## src/rtl/fetch_pkg.sv

```systemverilog
// ---------------------------------------------------------------------------
// fetch_pkg
// Shared definitions for the instruction-fetch stage and the condition
// evaluator (the evaluator is also reused by the ALU stage).
//   cond_e        : 3-bit branch/skip condition select from the decoder
//   fetch_state_e : fetch sequencer states
//   PC_STEP       : PC advance for one instruction word (bytes)
//   SKIP_STEP     : PC advance for a skip over the next instruction (bytes)
// ---------------------------------------------------------------------------
package fetch_pkg;

  typedef enum logic [2:0] {
    COND_ALWAYS = 3'd0,
    COND_NEVER  = 3'd1,
    COND_Z      = 3'd2,
    COND_NZ     = 3'd3,
    COND_N      = 3'd4,
    COND_NN     = 3'd5,
    COND_C      = 3'd6,
    COND_NC     = 3'd7
  } cond_e;

  typedef enum logic [1:0] {
    IDLE = 2'd0,
    REQ  = 2'd1,
    PREF = 2'd2,
    ERR  = 2'd3
  } fetch_state_e;

  localparam int PC_STEP   = 2;
  localparam int SKIP_STEP = 4;

endpackage

```

## src/rtl/cond_eval.sv

```systemverilog
// ---------------------------------------------------------------------------
// cond_eval
// Purely combinational condition evaluator: decides whether the decoder's
// condition select holds for the current ALU flags.
// Ports:
//   cond      in  3  condition select (see fetch_pkg::cond_e)
//   flag_z    in  1  ALU zero flag
//   flag_n    in  1  ALU negative flag
//   flag_c    in  1  ALU carry flag
//   cond_true out 1  condition holds
// ---------------------------------------------------------------------------
module cond_eval
  import fetch_pkg::*;
(
  input  logic [2:0] cond,
  input  logic       flag_z,
  input  logic       flag_n,
  input  logic       flag_c,
  output logic       cond_true
);

  always_comb begin
    cond_true = 1'b0;
    case (cond_e'(cond))
      COND_ALWAYS: cond_true = 1'b1;
      COND_NEVER:  cond_true = 1'b0;
      COND_Z:      cond_true = flag_z;
      COND_NZ:     cond_true = ~flag_z;
      COND_N:      cond_true = flag_n;
      COND_NN:     cond_true = ~flag_n;
      COND_C:      cond_true = flag_c;
      COND_NC:     cond_true = ~flag_c;
      default:     cond_true = 1'b0;
    endcase
  end

endmodule

```

## src/rtl/fetch_unit.sv

```systemverilog
// ---------------------------------------------------------------------------
// fetch_unit
// Instruction-fetch stage in front of the microcoded decoder. Owns the PC and
// the instruction register, runs program-memory reads on IR_LOAD, applies
// branch / skip / increment PC updates, stalls the sequencer while a read is
// outstanding and raises a sticky bus error when memory never answers.
//
// Optional feature: define FETCH_PREFETCH_EN to add a one-entry prefetch
// buffer that speculatively reads the word after each completed fetch.
//
// Parameters:
//   ADDR_W   PC / memory address width
//   RESET_PC PC value after reset
//   TIMEOUT  unanswered request cycles before bus_err is raised (>= 1)
// Ports:
//   clk        in   1       system clock, rising edge
//   reset      in   1       asynchronous active-low reset
//   ir_load    in   1       start fetch at current PC (ignored while busy)
//   incr_pc    in   1       PC += 2
//   be         in   1       branch request
//   cond_chk   in   1       evaluate cond against flags
//   cond       in   3       condition select
//   flag_z/n/c in   1       ALU flags
//   br_target  in   ADDR_W  branch target (bit 0 is dropped)
//   mem_req    out  1       program memory read request
//   mem_addr   out  ADDR_W  read address, captured when the request starts
//   mem_rdata  in   16      read data, valid with mem_ack
//   mem_ack    in   1       read complete
//   instr      out  16      instruction register
//   pc         out  ADDR_W  program counter
//   stall      out  1       hold decoder sequencer
//   bus_err    out  1       sticky fetch timeout flag
// ---------------------------------------------------------------------------
module fetch_unit
  import fetch_pkg::*;
#(
  parameter int                ADDR_W   = 16,
  parameter logic [ADDR_W-1:0] RESET_PC = '0,
  parameter int                TIMEOUT  = 255
) (
  input  logic              clk,
  input  logic              reset,
  input  logic              ir_load,
  input  logic              incr_pc,
  input  logic              be,
  input  logic              cond_chk,
  input  logic [2:0]        cond,
  input  logic              flag_z,
  input  logic              flag_n,
  input  logic              flag_c,
  input  logic [ADDR_W-1:0] br_target,
  output logic              mem_req,
  output logic [ADDR_W-1:0] mem_addr,
  input  logic [15:0]       mem_rdata,
  input  logic              mem_ack,
  output logic [15:0]       instr,
  output logic [ADDR_W-1:0] pc,
  output logic              stall,
  output logic              bus_err
);

  localparam int                CNT_W    = $clog2(TIMEOUT + 1);
  localparam logic [CNT_W-1:0]  CNT_LAST = CNT_W'(TIMEOUT - 1);
  localparam logic [ADDR_W-1:0] STEP     = ADDR_W'(PC_STEP);
  localparam logic [ADDR_W-1:0] SKIP     = ADDR_W'(SKIP_STEP);

  fetch_state_e      state, state_nxt;
  logic [ADDR_W-1:0] pc_nxt;
  logic [ADDR_W-1:0] mem_addr_nxt;
  logic [15:0]       instr_nxt;
  logic              mem_req_nxt;
  logic              stall_nxt;
  logic              bus_err_nxt;
  logic [CNT_W-1:0]  tmo_cnt, cnt_nxt;

  logic cond_true;
  logic take_branch;
  logic take_skip;
  logic tmo_hit;
  logic do_fetch;
  logic go_err;

`ifdef FETCH_PREFETCH_EN
  logic              pf_valid, pf_valid_nxt;
  logic [ADDR_W-1:0] pf_addr, pf_addr_nxt;
  logic [15:0]       pf_data, pf_data_nxt;
  // An ack for a prefetch that a branch/skip has overtaken must be dropped.
  logic              pf_discard, pf_discard_nxt;
  // IR_LOAD arrived while the prefetch was in flight; resolve it on the ack.
  logic              pf_pend, pf_pend_nxt;
  logic              pc_redirect;
  logic              do_pref;
  logic [ADDR_W-1:0] pref_base;
`endif

  cond_eval u_cond_eval (
    .cond      (cond),
    .flag_z    (flag_z),
    .flag_n    (flag_n),
    .flag_c    (flag_c),
    .cond_true (cond_true)
  );

  assign take_branch = be & (~cond_chk | cond_true);
  assign take_skip   = cond_chk & ~be & cond_true;
  assign tmo_hit     = (tmo_cnt == CNT_LAST);

  // PC update: branch beats skip beats increment; an increment in the same
  // cycle as a redirect is absorbed. Adds wrap modulo 2^ADDR_W.
  always_comb begin
    pc_nxt = pc;
    if (take_branch) begin
      pc_nxt = br_target & ~(ADDR_W'(1));
    end else if (take_skip) begin
      pc_nxt = pc + SKIP;
    end else if (incr_pc) begin
      pc_nxt = pc + STEP;
    end
  end

  // Fetch sequencer next-state. The case body only decides what happens;
  // the shared "start a read" / "give up" actions are applied afterwards so
  // that every path that starts a request sets the same registers.
  // IR_LOAD in ERR behaves like IDLE: it leaves the error state and starts
  // a fresh fetch in the same step, while bus_err stays latched.
  always_comb begin
    state_nxt    = state;
    instr_nxt    = instr;
    mem_req_nxt  = mem_req;
    mem_addr_nxt = mem_addr;
    stall_nxt    = stall;
    bus_err_nxt  = bus_err;
    cnt_nxt      = tmo_cnt;
    do_fetch     = 1'b0;
    go_err       = 1'b0;
`ifdef FETCH_PREFETCH_EN
    pf_valid_nxt   = pf_valid;
    pf_addr_nxt    = pf_addr;
    pf_data_nxt    = pf_data;
    pf_discard_nxt = pf_discard;
    pf_pend_nxt    = pf_pend;
    pc_redirect    = take_branch | take_skip;
    do_pref        = 1'b0;
    pref_base      = '0;
`endif

    case (state)
      IDLE, ERR: begin
        if (ir_load) begin
`ifdef FETCH_PREFETCH_EN
          if (pf_valid && (pf_addr == pc)) begin
            instr_nxt = pf_data;
            stall_nxt = 1'b0;
            do_pref   = 1'b1;
            pref_base = pf_addr;
          end else begin
            do_fetch = 1'b1;
          end
`else
          do_fetch = 1'b1;
`endif
        end
      end

      REQ: begin
        if (mem_ack) begin
          instr_nxt   = mem_rdata;
          mem_req_nxt = 1'b0;
          stall_nxt   = 1'b0;
          state_nxt   = IDLE;
`ifdef FETCH_PREFETCH_EN
          do_pref   = 1'b1;
          pref_base = mem_addr;
`endif
        end else begin
          cnt_nxt = tmo_cnt + CNT_W'(1);
          go_err  = tmo_hit;
        end
      end

`ifdef FETCH_PREFETCH_EN
      PREF: begin
        if (ir_load) begin
          pf_pend_nxt = 1'b1;
          stall_nxt   = 1'b1;
        end
        if (mem_ack) begin
          mem_req_nxt = 1'b0;
          state_nxt   = IDLE;
          pf_pend_nxt = 1'b0;
          if (pf_pend || ir_load) begin
            if (!pf_discard && (pf_addr == pc)) begin
              instr_nxt = mem_rdata;
              stall_nxt = 1'b0;
              do_pref   = 1'b1;
              pref_base = pf_addr;
            end else begin
              do_fetch = 1'b1;
            end
          end else begin
            pf_valid_nxt = ~pf_discard;
            pf_data_nxt  = mem_rdata;
          end
        end else begin
          cnt_nxt = tmo_cnt + CNT_W'(1);
          go_err  = tmo_hit;
        end
      end
`else
      PREF: state_nxt = IDLE;
`endif

      default: state_nxt = IDLE;
    endcase

    if (go_err) begin
      state_nxt   = ERR;
      bus_err_nxt = 1'b1;
      mem_req_nxt = 1'b0;
      stall_nxt   = 1'b0;
      instr_nxt   = 16'h0000;
`ifdef FETCH_PREFETCH_EN
      pf_valid_nxt = 1'b0;
      pf_pend_nxt  = 1'b0;
`endif
    end

    if (do_fetch) begin
      state_nxt    = REQ;
      mem_req_nxt  = 1'b1;
      mem_addr_nxt = pc;
      stall_nxt    = 1'b1;
      cnt_nxt      = '0;
    end

`ifdef FETCH_PREFETCH_EN
    if (do_pref) begin
      state_nxt      = PREF;
      mem_req_nxt    = 1'b1;
      mem_addr_nxt   = pref_base + STEP;
      pf_addr_nxt    = pref_base + STEP;
      pf_valid_nxt   = 1'b0;
      pf_discard_nxt = 1'b0;
      pf_pend_nxt    = 1'b0;
      cnt_nxt        = '0;
    end

    // A branch or skip makes the buffered/in-flight word stale.
    if (pc_redirect) begin
      pf_valid_nxt = 1'b0;
      if (state_nxt == PREF) begin
        pf_discard_nxt = 1'b1;
      end
    end
`endif
  end

  // State register; reset drops mem_req immediately so an in-flight read
  // is abandoned and its late ack lands in IDLE where it is ignored.
  always_ff @(posedge clk or negedge reset) begin
    if (!reset) begin
      state    <= IDLE;
      pc       <= RESET_PC;
      instr    <= 16'h0000;
      mem_req  <= 1'b0;
      mem_addr <= '0;
      stall    <= 1'b0;
      bus_err  <= 1'b0;
      tmo_cnt  <= '0;
`ifdef FETCH_PREFETCH_EN
      pf_valid   <= 1'b0;
      pf_addr    <= '0;
      pf_data    <= 16'h0000;
      pf_discard <= 1'b0;
      pf_pend    <= 1'b0;
`endif
    end else begin
      state    <= state_nxt;
      pc       <= pc_nxt;
      instr    <= instr_nxt;
      mem_req  <= mem_req_nxt;
      mem_addr <= mem_addr_nxt;
      stall    <= stall_nxt;
      bus_err  <= bus_err_nxt;
      tmo_cnt  <= cnt_nxt;
`ifdef FETCH_PREFETCH_EN
      pf_valid   <= pf_valid_nxt;
      pf_addr    <= pf_addr_nxt;
      pf_data    <= pf_data_nxt;
      pf_discard <= pf_discard_nxt;
      pf_pend    <= pf_pend_nxt;
`endif
    end
  end

endmodule

```

## config.mk

```make
export PLATFORM = sky130hd
export DESIGN_NAME = fetch_unit
export DESIGN_NICKNAME = d
export VERILOG_FILES = /design/src/rtl/fetch_pkg.sv /design/src/rtl/cond_eval.sv /design/src/rtl/fetch_unit.sv
export SDC_FILE = /design/constraint.sdc
export NUM_CORES = 1
export LEC_CHECK = 0
export CORE_ASPECT_RATIO = 0.5
export CORE_MARGIN = 3
export CORE_UTILIZATION = 45
export CTS_CLUSTER_DIAMETER = 200
export DETAILED_ROUTE_END_ITERATION = 10
export PLACE_DENSITY = 0.78
export REMOVE_ABC_BUFFERS = 1
export SYNTH_ARGS = -nofsm -noshare
export SYNTH_HDL_FRONTEND = slang
export SYNTH_SLANG_ARGS = --single-unit
```

## constraint.sdc

```tcl
create_clock -name clk -period 2.6 [get_ports clk]
set_input_delay 0.26 -clock clk [delete_from_list [all_inputs] [get_ports clk]]
set_output_delay 0.26 -clock clk [all_outputs]
set_load 0.03 [all_outputs]
```

==> flow_metrics.tcl <==
set metrics [dict create \
    outcome "finished clean" \
    synth_flop_cell "dfrtp_1" \
    finalHoldViolCount 0 \
    area_delta_synth_final_pct 45.97 \
    grt_pass1_vias 2689 \
    numCtsBuffers 9 \
    die_y_um 63.12 \
    period_needed_ps 2067 \
    drtPass1Iterations 4 \
    min-delay-start "bus_err" \
    overflow 0 \
    crit_path_start_kind "input pin" \
    final_layout_size_suffix_gt1_frac 0.07889 \
    rrSetupSlack_ps 810 \
    dieArea_mm2 0.007590 \
    via_per_inst 5.123 \
    pin_count 96 \
    vias 2659 \
    crit_slowest_cell "o221ai_2" \
    hold_ws_ps 471.2 \
    ys_types 47 \
    syn_area_mm2 0.002937 \
    p_per_area_mw_per_mm2 1133 \
    clock-sinks 58 \
    cts_root_buf "clkbuf_16" \
    stdcell_area_mm2 0.004287 \
    p_leak_nw 1.910 \
    setup_viol 0 \
    fill_cells 474 \
    irDropWorstVdd_mv 0.3747 \
    grt_antenna_before_repair 0 \
    total_power_mw 4.859 \
    yosysWarningCount 0 \
    grt_pass1_wl_mm 13.03 \
    fmax_ghz 0.4839 \
    ys_seq_elements 58 \
    cts_tree "done" \
    placed_area_mm2 0.003938 \
    p_clk_frac 0.271 \
    syn_area_per_cell_um2 8.872 \
    cts_max_level 3 \
    clkLatencyLatePin_ps 320 \
    clk_path_buf_depth 2 \
    maxCapViolations 0 \
    cp-end-kind "register" \
    netSwitchingPower_mw 1.874 \
    gp_congestion 0.8297 \
    first_iter_violations 155 \
    cp_max_fo 19 \
    final_common_cell "nand2_1" \
    rows 20 \
    clk_pin_slew_ps 50 \
    design.core.area_mm2 0.006181 \
    drc 0 \
    dp_hpwl_mm 5.558 \
    power_frac_seq 0.308 \
    synth_edf_count 0 \
    groute.usage.overall 0.2133 \
    cp.arrival_ps 2260 \
    initial_core_util 0.4751 \
    rr_startpoint "pc[3]" \
    final_max_slew_viol_count 0 \
    fin_setup_tns_ps 0 \
    path_class "in -> reg" \
    antenna_left 0 \
    routed_wl_mm 7.767 \
    hp-class "reg -> reg" \
    cpPeakStageDelay_ps 620 \
    nets 476 \
    antenna_cells 0 \
    grt_max_degree 31 \
    worst_pin_slew_ps 760.1 \
    sw_frac_of_total 0.3858 \
    post-route-period-util 0.7949 \
    worstPathRequired_ps 2790 \
    die_x_um 120.2 \
    power_frac_comb 0.421 \
    path_cells "clkdlybuf4s50_1 -> mux2i_2 -> xnor2_2 -> o221ai_2 -> nand3_1 -> o21ai_0 -> a22oi_1" \
    postCtsSetupRepairBufs 0 \
    slew_headroom 0.4932 \
    async_flop_share 1.000 \
    final_cell_mix "101 x nand2_1, 91 x clkdlybuf4s50_1, 58 x dfrtp_1" \
    wl_per_cell_um 14.97 \
    internal_power_mw 2.984 \
    startpoint "cond[2]" \
    synth_cells 331 \
    rsz0062_at_grt "no" \
    portBuffers 92 \
    ys_seq_area_frac 0.4942 \
    finClkSkew_ps 4.352 \
]
## state kept, by name, indices dropped and copies added (netlist names)
signal,cells
stall,1
tmo_cnt,8
state,2
mem_addr,15
instr,16
pc,15
bus_err,1
## path summary, 6_finish.rpt
| check | to | cells after the start |
|---|---|---|
| setup reg to reg | pc[10] | 7 |
| max in group asynchronous | mem_addr[14] | 3 |
| setup / recovery | pc[1] | 7 |
| hold reg to reg | bus_err | 1 |
| hold / removal | bus_err | 1 |
| min in group asynchronous | instr[0] | 2 |
## layout make-up
| class | count | area, um^2 | area share |
|---|---|---|---|
| Tap cell | 88 | 110.1 | 0.02569 |
| Sequential cell | 58 | 1451 | 0.3386 |
| Clock inverter | 4 | 72.57 | 0.01693 |
| Clock buffer | 12 | 266.5 | 0.06217 |
| Timing Repair Buffer | 101 | 985.9 | 0.2300 |
| Multi-Input combinational cell | 252 | 1385 | 0.3231 |
| Inverter | 4 | 15.01 | 0.003503 |
## per-layer routing
metal,vias up,part of all wire,global-route usage
li1,1308,-,-
met1,1272,0.41,0.2451
met2,69,0.53,0.3948
met3,10,0.047,0.05830
met4,0,0.012,0.05650
met5,-,0,0
## critical path, delay by kind of cell
kind,cells,cell delay [ps]
buffers and inverters,1,530
AOI/OAI and AO/OA,3,840
muxes,1,320
and+or+nand+nor,1,150
xor gates and xnor gates,1,160
## power groups by stage
stage	registers [mW]	logic, mW	clock network, mW
after global placement	1.48	1.99	0
final	1.50	2.05	1.32
after CTS	1.49	2.06	1.33
after global routing	1.54	2.19	1.38
after floorplan	2.05	0.563	0
after detailed placement	1.50	2.04	0
## cell usage after synthesis, drive strengths merged (2+ instances only)
| cell type | number | area share |
|---|---|---|
| a21o | 2 | 0.0055 |
| a21oi | 20 | 0.034 |
| a22oi | 2 | 0.0098 |
| and2 | 7 | 0.015 |
| and3 | 3 | 0.0064 |
| buf | 7 | 0.016 |
| clkbuf | 11 | 0.014 |
| dfrtp | 58 | 0.49 |
| ha | 5 | 0.021 |
| inv | 4 | 0.0051 |
| mux2i | 9 | 0.036 |
| nand2 | 101 | 0.13 |
| nand2b | 3 | 0.0064 |
| nand3 | 16 | 0.027 |
| nand4 | 5 | 0.011 |
| nor2 | 13 | 0.017 |
| nor2b | 2 | 0.0051 |
| nor3 | 7 | 0.012 |
| o21ai | 22 | 0.037 |
| o22ai | 4 | 0.0085 |
| or3 | 2 | 0.0043 |
| xnor2 | 8 | 0.026 |
| xor2 | 6 | 0.018 |
## per-stage QoR
stage	utilization	cells	setup slack, ps
6_report	0.6935	519	533.4
5_1_grt	0.6935	519	356.0
3_5_place_dp	0.6370	502	189.8
3_3_place_gp	0.6370	502	338.0
2_1_floorplan	-	314	642.8
4_1_cts	0.6935	519	520.1
## cells by family after synthesis
group           count (synthesis)  synth area share
mux                             9           0.03622
other cells                     1          0.001277
simple gates                  161            0.2382
buf+inv                        22           0.03536
fa+ha+maj                       5           0.02130
flops                          58            0.4942
compound gates                 61            0.1291
xor+xnor                       14           0.04431
## what timing repair did
action / 4_1_cts / 5_1_grt
hold buffers: 1 / 0
gates resized for setup: 0 / 0
endpoints found under the hold margin: 28 / 0
Note: power is estimated with default switching activity, not from simulation.
==> RTL change 1 (same flow settings) <==
The option `FETCH_PREFETCH_EN` is turned on by a define.
--- a/src/rtl/fetch_unit.sv
+++ b/src/rtl/fetch_unit.sv
@@ -32,4 +32,6 @@
 //   bus_err    out  1       sticky fetch timeout flag
 // ---------------------------------------------------------------------------
+`define FETCH_PREFETCH_EN
+
 module fetch_unit
   import fetch_pkg::*;
Function: changed (Yosys sat finds a counterexample within 4 cycles, from zero or initial values and one cycle with reset low).
==> RTL change 1 against the original RTL <==
The flow now finishes with violations (negative setup slack); total power grew 100%; critical endpoint is now pf_addr[15]; design area grew 90%; routed wire length rose by 140%; sequential cell count increased by 37; critical path type is now reg2reg; setup slack worse by 1.0 ns; die area up 72%; synthesized area grew 79%; largest cell class is now multi-input combinational cells; register-to-register slack got worse by 1.3 ns.
==> RTL change 1: results (changes against the original RTL) <==
The final HPWL from detailed placement came out at 10400 um (+88%). The final reports fail on negative setup slack. The worst hold path class was in2async. Largest delay contributor family on the critical path: simple AND/OR/NAND/NOR gates.

The tools report the count of non-filler cells in the finished layout as 900 (+73%). The tools report the largest net degree at the start of global routing as 56 (+81%). Tracing the worst setup path back leads to its startpoint at state[1].

The flow ran to the end, but the final reports show violations. Share of final-layout standard cells stronger than drive strength 1: 32.8% (+25 points). The number of buffers inserted by port buffering was 93 (+1.1%). The minimum setup slack after placement is -0.515 ns (-0.705 ns). The run gives -0.515 ns (-1.05 ns) as the smallest setup slack after layout. For the wire length of the first global-routing pass, the log shows 24900 um (+91%).

The capturing instance or port of the critical path was pf_addr[15]. The XOR/XNOR share of the synthesized area was 7.34% (+2.9 points); the number of global-route vias before repair was 4938 (+84%). The logs give 0.0152 ns (+0.0108 ns) for the setup skew after layout and -8.18 ns (-8.18 ns) for the post-route setup TNS. The standby leakage power was 0.00366 uW (+91%); the filler cell count was 729 (+54%). For the number of distinct standard cells referenced by the synthesized netlist, the log shows 64 (+36%). The cell depth of the worst flop-to-flop path was 14 (+7). The number of setup violations in the final report is 36 (+36). The critical path's largest stage delay was 0.42 ns (-0.20 ns); the instance area at placement was 6970 sq um (+77%). The count of nets after finishing came out at 788 (+66%).

STA classifies the critical path startpoint as a flop. The clock slew at the register clock pins of the worst setup and hold paths works out to 0.08 ns (+0.03 ns). The tools report the via count of the routed design as 5329 (+100%).
[RTL change 1: cell count changes after synthesis, moves of 6 or more]
cell	delta
sky130_fd_sc_hd__xor2_1	+22
sky130_fd_sc_hd__nand3_1	-7
sky130_fd_sc_hd__nor4_1	+6
sky130_fd_sc_hd__inv_1	+10
sky130_fd_sc_hd__nor2_1	+16
sky130_fd_sc_hd__mux2_2	+18
sky130_fd_sc_hd__clkbuf_1	+10
sky130_fd_sc_hd__mux2i_1	+25
sky130_fd_sc_hd__nand2_1	-21
sky130_fd_sc_hd__xnor2_1	+9
sky130_fd_sc_hd__o21ai_1	+8
sky130_fd_sc_hd__o31ai_1	+19
sky130_fd_sc_hd__dfrtp_1	+37
[RTL change 1: power groups by stage]
| stage | combinational, uW | sequential, uW | clock (uW) |
|---|---|---|---|
| 2_1_floorplan | 2190 | 3000 | 0 |
| 5_1_grt | 6190 | 2550 | 1460 |
| 3_5_place_dp | 4670 | 2470 | 0 |
| 4_1_cts | 4810 | 2460 | 1380 |
| 6_report | 5880 | 2510 | 1400 |
| 3_3_place_gp | 4570 | 2440 | 0 |
[RTL change 1: final cells by class]
type	count	area share [%]
Clock buffer	11	3.11
Clock inverter	5	0.693
Inverter	14	0.647
Multi-Input combinational cell	397	39.3
Sequential cell	95	29.3
Tap cell	159	2.45
Timing Repair Buffer	219	24.6
[RTL change 1: metal layers]
layer / global-route usage (%) / up-vias
li1: - / 2312
met2: 40.3 / 356
met3: 5.53 / 99
met5: 0 / -
met4: 10.6 / 0
met1: 30.8 / 2562
[RTL change 1: what timing repair did]
action,CTS,global route
hold buffers,1,0
pin swaps,23,25
buffers inserted,22,20
gates resized for setup,41,75
endpoints found under the hold margin,40,0
setup endpoints to repair,32,55
cloned,0,4
==> RTL change 2 (same settings) <==
Without the edit above. Register the input `br_target` before use. The logic sees it one clock later. The other inputs are not delayed to match.
--- a/src/rtl/fetch_unit.sv
+++ b/src/rtl/fetch_unit.sv
@@ -65,4 +65,10 @@
   localparam logic [ADDR_W-1:0] SKIP     = ADDR_W'(SKIP_STEP);
 
+  logic [ADDR_W-1:0] br_target_q;
+
+  always_ff @(posedge clk) begin
+    br_target_q <= br_target;
+  end
+
   fetch_state_e      state, state_nxt;
   logic [ADDR_W-1:0] pc_nxt;
@@ -111,5 +117,5 @@
     pc_nxt = pc;
     if (take_branch) begin
-      pc_nxt = br_target & ~(ADDR_W'(1));
+      pc_nxt = br_target_q & ~(ADDR_W'(1));
     end else if (take_skip) begin
       pc_nxt = pc + SKIP;
Formal check against the unedited RTL: not equivalent (Yosys sat finds a counterexample within 4 cycles, from zero or initial values and one cycle with reset low).
==> RTL change 2 against the original RTL <==
Setup slack worse by 0.20 ns; critical path depth stayed put; total power is 3.4% higher; critical endpoint is now pc[11]; count of clock-buffer cells in the layout is 1 lower; highest routed layer unchanged; synthesized area is 8.5% higher; design area is 6.9% higher; routed wire length is 1.2% higher; global-route usage is 0.88 points lower; worst hold slack worse by 0.11 ns; sequential cell count is 15 higher.
==> RTL change 2: results (changes against the original RTL) <==
The logs give 5 (+1) for the iteration count of the initial detailed-routing pass and 129 (-17%) for the count of routing violations after the opening detailed-route iteration. The filler cell count was 463 (-2.3%). The global-route total usage across every layer was 20.5% (-0.88 points); the multiplexer share of the synthesized area was 0.942% (-2.7 points).

The largest net degree at the start of global routing is 27 (-13%). The worst hold path class was in2reg. Mean cell area of the mapped netlist: 9.48 sq um (+6.9%). The kind of cell with the highest combined delay along the critical path is multiplexers. For the wire length reported by the detailed router, the log shows 7860 um (+1.2%). The cell at the slowest stage of the critical path is sky130_fd_sc_hd__clkdlybuf4s50_1. The detailed-route wire length per cell was 14.8 um (-1.1%); the routed via count divided by cell count was 5.26 (+2.6%).

The worst-case vdd ir drop is 0.449 mV (+20%). The setup skew after layout is 0.00520 ns (+0.000848 ns), and the sequential area share after synthesis is 55.0% (+5.5 points). Yosys attributes the largest share of cell area to sky130_fd_sc_hd__dfrtp_1 (46%), sky130_fd_sc_hd__dfxtp_1 (9.4%), sky130_fd_sc_hd__nand2_1 (9.3%).

The standby leakage power is 0.00198 uW (+3.7%). Sorting the synthesized cells by how often they occur yields sky130_fd_sc_hd__nand2_1 (79), sky130_fd_sc_hd__dfrtp_1 (58), sky130_fd_sc_hd__a21oi_1 (30), sky130_fd_sc_hd__nand3_1 (21), sky130_fd_sc_hd__o21ai_0 (19). For the number of distinct standard cells referenced by the synthesized netlist, the log shows 45 (-4.3%). The flow ran to the end, and the final reports show no timing, DRC or antenna violations. The XOR/XNOR share of the synthesized area is 4.12% (-0.31 points). The critical-path maximum fanout was 3 (-16). The count of nets after finishing was 488 (+2.5%); the critical path's largest stage delay was 0.50 ns (-0.12 ns). The tools report the startpoint of the worst hold path as br_target[6]. The total placed cells including tap cells is 514 (+2.4%), and the number of global-route vias before repair is 2778 (+3.3%).

The post-synthesis async set-or-reset flop share is 79.5% (-21 points), and the adder and majority gate portion of the synthesized area is 1.96% (-0.17 points). The share of final-layout standard cells stronger than drive strength 1 is 7.67% (-0.21 points). Post-synthesis compound-gate area fraction: 14.6% (+1.7 points).

For the final weighted congestion of routability-driven global placement, the log shows 0.817 (-1.6%).
-- RTL change 2: worst paths after layout --
path	to	slack, ns	cells past startpoint
setup / recovery	pc[11]	0.34	7
hold / removal	br_target_q[6]	0.36	1
setup reg to reg	tmo_cnt[7]	0.67	8
hold reg to reg	pc[5]	0.44	2
max in group asynchronous	instr[10]	1.39	3
min in group asynchronous	pc[1]	0.48	2
-- RTL change 2: final cells by class --
class,count,share of cell area (%)
repair buffers,106,22.3
well taps,88,2.40
flip-flops and latches,73,38.2
multi-input cells,239,29.3
clock inverters,5,1.72
clock buffers,11,5.30
inverters,9,0.738
-- RTL change 2: logic make-up after synthesis --
group,count (synthesis)
xor gates and xnor gates,15
adders and majority gates,5
other,1
buffers and inverters,25
and+or+nand+nor,141
AOI/OAI and AO/OA,73
muxes,3
DFF,73
-- RTL change 2: per-layer routing --
metal	global-route usage (%)	wire length, um
met5	0	0
met4	8.92	126
met3	5.60	368
met2	36.2	3960
met1	23.8	3410
-- RTL change 2: worst reg2reg max path, stage by stage, from the launching register on --
cell and delay, ns:
sky130_fd_sc_hd__dfrtp_1 0.39, sky130_fd_sc_hd__inv_1 0.06, sky130_fd_sc_hd__ha_1 0.15, sky130_fd_sc_hd__inv_1 0.09
sky130_fd_sc_hd__nor2_1 0.36, sky130_fd_sc_hd__o211a_1 0.25, sky130_fd_sc_hd__nand3_1 0.10, sky130_fd_sc_hd__or3_1 0.31
sky130_fd_sc_hd__a21oi_1 0.15
-- RTL change 2: through the flow --
| stage | TNS [ns] | area (sq um) |
|---|---|---|
| 3_5_place_dp | -0.0236 | 4250 |
| 3_3_place_gp | 0 | 4250 |
| 2_1_floorplan | 0 | 3120 |
| 6_report | 0 | 4580 |
| 5_1_grt | 0 | 4580 |
| 4_1_cts | 0 | 4580 |
-- RTL change 2: where the power goes --
group	switching (uW)	internal, uW
clock network	454	863
logic	1170	827
registers	253	1460
-- RTL change 2: what timing repair did --
item,in CTS,in global routing
endpoints found under the setup margin,0,0
hold endpoints to repair,24,0
hold buffers,1,0
buffers inserted,0,0
